==> src/rtl/shift_pkg.sv <==
// Shared constants and word type for the shifter and the CORDIC stages.
// The CORDIC stages scale their operands with the variable-shift primitive.
package shift_pkg;

  localparam int DEF_WORD_WIDTH  = 16;
  localparam int DEF_SHIFT_WIDTH = 4;

  typedef logic signed [DEF_WORD_WIDTH-1:0] word_t;

endpackage

==> src/rtl/shift_right_stage.sv <==
// One barrel level: when en=1, arithmetic right shift by the constant
// STAGE_SHIFT; otherwise pass-through.
module shift_right_stage
  import shift_pkg::*;
#(
  parameter int WORD_WIDTH  = DEF_WORD_WIDTH,
  parameter int STAGE_SHIFT = 1
) (
  input  logic                  en,
  input  logic [WORD_WIDTH-1:0] data_in,
  output logic [WORD_WIDTH-1:0] data_out
);

  logic [WORD_WIDTH-1:0] shifted_s;

  // Shifts that reach the full word width leave nothing but sign bits.
  if (STAGE_SHIFT >= WORD_WIDTH) begin : g_fill
    assign shifted_s = {WORD_WIDTH{data_in[WORD_WIDTH-1]}};
  end else begin : g_shift
    assign shifted_s = {{STAGE_SHIFT{data_in[WORD_WIDTH-1]}},
                        data_in[WORD_WIDTH-1:STAGE_SHIFT]};
  end

  // Select the shifted or the unshifted word.
  always_comb begin
    data_out = data_in;
    if (en) begin
      data_out = shifted_s;
    end else begin
      data_out = data_in;
    end
  end

endmodule

==> src/rtl/shift_right_var.sv <==
// Registered arithmetic right shifter with a run-time shift amount, built as
// a logarithmic barrel of constant-shift stages followed by one register.
module shift_right_var
  import shift_pkg::*;
#(
  parameter int WORD_WIDTH  = DEF_WORD_WIDTH,
  parameter int SHIFT_WIDTH = DEF_SHIFT_WIDTH
) (
  input  logic                   clk,
  input  logic                   rst_n,
  input  logic                   in_valid,
  input  logic [WORD_WIDTH-1:0]  data_in,
  input  logic [SHIFT_WIDTH-1:0] shift_amount,
  output logic                   out_valid,
  output logic [WORD_WIDTH-1:0]  data_out
);

  logic [WORD_WIDTH-1:0] barrel_s;

  // Stage k shifts by 2^k, so any amount 0..2^SHIFT_WIDTH-1 is a sum of stages.
  for (genvar k = 0; k < SHIFT_WIDTH; k++) begin : g_stage
    logic [WORD_WIDTH-1:0] in_s;
    logic [WORD_WIDTH-1:0] out_s;

    if (k == 0) begin : g_first
      assign in_s = data_in;
    end else begin : g_next
      assign in_s = g_stage[k-1].out_s;
    end

    shift_right_stage #(
      .WORD_WIDTH  (WORD_WIDTH),
      .STAGE_SHIFT (1 << k)
    ) u_stage (
      .en       (shift_amount[k]),
      .data_in  (in_s),
      .data_out (out_s)
    );
  end

  assign barrel_s = g_stage[SHIFT_WIDTH-1].out_s;

  // Output register; data holds across idle cycles, valid tracks the input.
  always_ff @(posedge clk) begin
    if (!rst_n) begin
      data_out  <= '0;
      out_valid <= 1'b0;
    end else begin
      out_valid <= in_valid;
      if (in_valid) begin
        data_out <= barrel_s;
      end else begin
        data_out <= data_out;
      end
    end
  end

endmodule

==> config.mk <==
export PLATFORM = sky130hd
export DESIGN_NAME = shift_right_var
export DESIGN_NICKNAME = d
export VERILOG_FILES = /design/src/rtl/shift_pkg.sv /design/src/rtl/shift_right_stage.sv /design/src/rtl/shift_right_var.sv
export SDC_FILE = /design/constraint.sdc
export NUM_CORES = 1
export LEC_CHECK = 0
export BUFFER_PORTS_ARGS = -buffer_cell sky130_fd_sc_hd__clkbuf_2
export CELL_PAD_IN_SITES_DETAIL_PLACEMENT = 0
export CELL_PAD_IN_SITES_GLOBAL_PLACEMENT = 2
export CORE_ASPECT_RATIO = 1.4
export CORE_MARGIN = 2
export CORE_UTILIZATION = 31
export CTS_BUF_LIST = sky130_fd_sc_hd__clkbuf_16
export DETAILED_ROUTE_END_ITERATION = 8
export PLACE_DENSITY = 0.87
export SYNTH_ARGS = -nofsm -noshare
export SYNTH_HDL_FRONTEND = slang
export SYNTH_SLANG_ARGS = --single-unit
export TNS_END_PERCENT = 20
==> constraint.sdc <==
create_clock -name clk -period 1.9 [get_ports clk]
set_clock_uncertainty 0.2 [all_clocks]
set_input_delay 0.095 -clock clk [delete_from_list [all_inputs] [get_ports clk]]
set_output_delay 0.095 -clock clk [all_outputs]
set_load 0.05 [all_outputs]
==> flow_summary.yaml <==
run_status:
  status: "finished, final reports clean"
worst_hold_path:
  min_to: "data_out[5]"
  hp-class: "primary input to flip-flop"
  whs_path_depth: 2
  hp-start: "in_valid"
global_routing:
  grt_overflow: 0
  grt_pass1_wl_um: 6720
  grt.total_usage_pct: 16.7
  grt_max_degree: 19
  antenna_found_initial: 0
  grt_pass1_vias: 1349
floorplan:
  die_area_um2: 5300
  core_area_um2: 4540
  initial_core_util_pct: 32.3
  die_w_um: 62.1
  num_rows: 29
  top_level_ports: 40
  fp.dieH_um: 85.3
layout:
  diodes: 0
  area.growth.synth_to_final_pct: 24.0
  num-nets-final: 217
  multi_input_area_um2: 1020
  drive_above_1_share_pct: 34.7
  fillers: 459
  fin_area_um2: 1820
  register_area_um2: 340
clocking:
  post_cts_buffers: 0
  clockBufferDepth: 2
  h-tree-depth: 1
  cts_buffers: 3
  cts_tree: "built"
  cts_resized: 0
  clockRootBuffer: "clkbuf_16"
  clk_latency_ps: 240
  ctsHoldBuffers: 0
  clk_pin_slew_worst_paths_ps: 50
  clock_sink_count: 17
worst_setup_path:
  reg2reg_from: "data_out[5]"
  end_kind: "flip-flop"
  critPathMaxStageDelay_ps: 370
  worstPathArrival_ps: 1600
  crit_fanout: 15
  start_kind: "primary input"
  worst-r2r-setup-slack_ps: 880
  rr_endpoint: "data_out[5]"
  crit_chain: "clkbuf_2 > buf_4 > mux2_2 > mux2i_1 > a21oi_1 > a221o_1"
  crit_slowest_cell: "mux2_2"
  reg2reg_depth: 3
  path_class: "primary input to flip-flop"
  cp.required_ps: 1830
placement:
  gp_congestion: 0.823
  port_buffers: 39
  placed_area_um2: 1740
  dp_hpwl_um: 3140
  place_ws_ps: 2.10
power:
  ir_worst_vdd_uv: 298
  p_per_area_nw_per_um2: 684
  p_sw_share_pct: 33.3
  p_seq_share_pct: 32.4
  p_clk_share_pct: 33.7
  netSwitchingPower_uw: 413
  leakagePower_uw: 0.000809
  pwr-share-comb_pct: 33.9
  p_int_uw: 829
route:
  drt_iter0_drc: 69
  ant_nets: 0
  wl_per_cell_um: 15.8
  drc_errors: 0
  num_vias: 1374
  drtPass1Iterations: 4
  wirelength_um: 4030
  via_per_inst: 5.39
sta:
  finalSetupViolCount: 0
  worst_pin_slew_ps: 458
  period_share_pct: 88.3
  slew_headroom_pct: 69.5
  max_freq_ghz: 0.596
  finalCriticalPeriod_ps: 1680
  hold_violations: 0
  final-max-slew-violation-count: 0
  totalNegativeSetupSlack_ps: 0
  rsz0062_at_grt: "false"
  finalWorstSetupSlack_ps: 223
logic_synthesis:
  syn_area_um2: 1460
  yosysWarnings: 0
  synth_top_area_share_pct: 23.2
  ys_seq_elements: 17
  synth_largest_area_cell: "dfxtp_1"
  avgSynthCellArea_um2: 9.57
  ys_seq_area_share_pct: 23.2
  synthTopCellsByArea: "dfxtp_1 23%, mux4_2 15%, mux2i_1 12%"
  ys_types: 36
  netlist_instances: 153
  synth_nets: 176
flow_run:
  drv_cap: 0
-- power by group through the flow --
stage / registers, µW / logic (µW) / clock network [µW]
2_1_floorplan: 508 / 204 / 0
3_5_place_dp: 410 / 420 / 0
6_report: 402 / 421 / 419
3_3_place_gp: 409 / 419 / 0
4_1_cts: 403 / 422 / 430
5_1_grt: 405 / 457 / 455
-- through the flow --
| step | power, µW | cells | hold WS [ps] | util, % |
|---|---|---|---|---|
| 2_1_floorplan | 712 | 153 | 33.3 | - |
| 3_5_place_dp | 830 | 251 | 273 | 38.3 |
| 4_1_cts | 1260 | 255 | 39.4 | 40.0 |
| 6_report | 1240 | 255 | 40.5 | 40.0 |
| 3_3_place_gp | 827 | 251 | 269 | 38.3 |
| 5_1_grt | 1320 | 255 | 51.4 | 40.0 |
-- registers in the layout, summed over array words and instances, names as in the netlist --
| name | cells |
|---|---|
| data_out | 16 |
| out_valid | 1 |
-- cells in the mapped netlist, drive strengths merged --
| cell type | n |
|---|---|
| nor2b | 5 |
| mux2 | 3 |
| mux2i | 18 |
| and2 | 1 |
| nand2 | 10 |
| dfxtp | 17 |
| and4 | 1 |
| a21oi | 7 |
| o2111ai | 1 |
| a32oi | 1 |
| o2111a | 1 |
| inv | 6 |
| a311oi | 2 |
| a221o | 1 |
| o32ai | 1 |
| o211ai | 2 |
| mux4 | 15 |
| nor2 | 13 |
| o311a | 1 |
| or3 | 1 |
| o21ai | 12 |
| a211oi | 1 |
| nor3 | 1 |
| a22oi | 3 |
| nand2b | 1 |
| nand3 | 8 |
| a31oi | 2 |
| and3 | 1 |
| o21a | 2 |
| a21o | 1 |
| clkbuf | 5 |
| buf | 9 |
-- kinds of logic after synthesis --
group / Yosys count / share of synthesized area [%]
compound gates: 38 / 17.1
buf+inv: 20 / 7.26
flops: 17 / 23.2
mux: 36 / 39.0
simple gates: 42 / 13.4
-- how the worst max path moves through the flow --
stage	slack, ps	end	cells past startpoint	from
floorplan	260	data_out[4]	5	shift_amount[0]
global placement	70	data_out[9]	6	shift_amount[0]
detailed placement	2	data_out[9]	6	shift_amount[0]
CTS	220	data_out[9]	6	shift_amount[0]
global route	90	data_out[9]	6	shift_amount[0]
finish	220	data_out[9]	6	shift_amount[0]
-- per-layer routing --
layer / part of all wire, % / GRT usage [%] / vias to the layer above
met2: 50 / 25.8 / 47
met5: 0 / 0 / -
met4: 1.8 / 7.54 / 0
met3: 5.3 / 1.68 / 4
met1: 43 / 23.0 / 649
li1: - / - / 674
-- area by class of cell --
type | count | share of cell area (%)
clock inverters | 1 | 0.276
multi-input cells | 116 | 56.0
flip-flops and latches | 17 | 18.7
well taps | 62 | 4.27
repair buffers | 50 | 15.3
inverters | 6 | 1.24
clock buffers | 3 | 4.14
-- placed cells by master (no fill, tap or decap), types with 2 or more instances in the layout --
| master | count |
|---|---|
| a22oi_1 | 3 |
| nor2_1 | 13 |
| mux4_2 | 10 |
| dfxtp_1 | 17 |
| o21ai_0 | 12 |
| mux2_2 | 3 |
| o21a_1 | 2 |
| buf_4 | 11 |
| clkbuf_2 | 39 |
| nor2b_1 | 5 |
| nand2_1 | 10 |
| mux4_1 | 5 |
| mux2i_1 | 18 |
| inv_1 | 6 |
| clkbuf_16 | 3 |
| a31oi_1 | 2 |
| o211ai_1 | 2 |
| a21oi_1 | 7 |
| nand3_1 | 8 |
| a311oi_1 | 2 |
-- worst max-delay path: cells and delay by family --
family                 cells  cell delay, ps
buffers and inverters      2             510
muxes                      2             560
AOI/OAI and AO/OA          2             430
(Power assumes the default switching activity.)
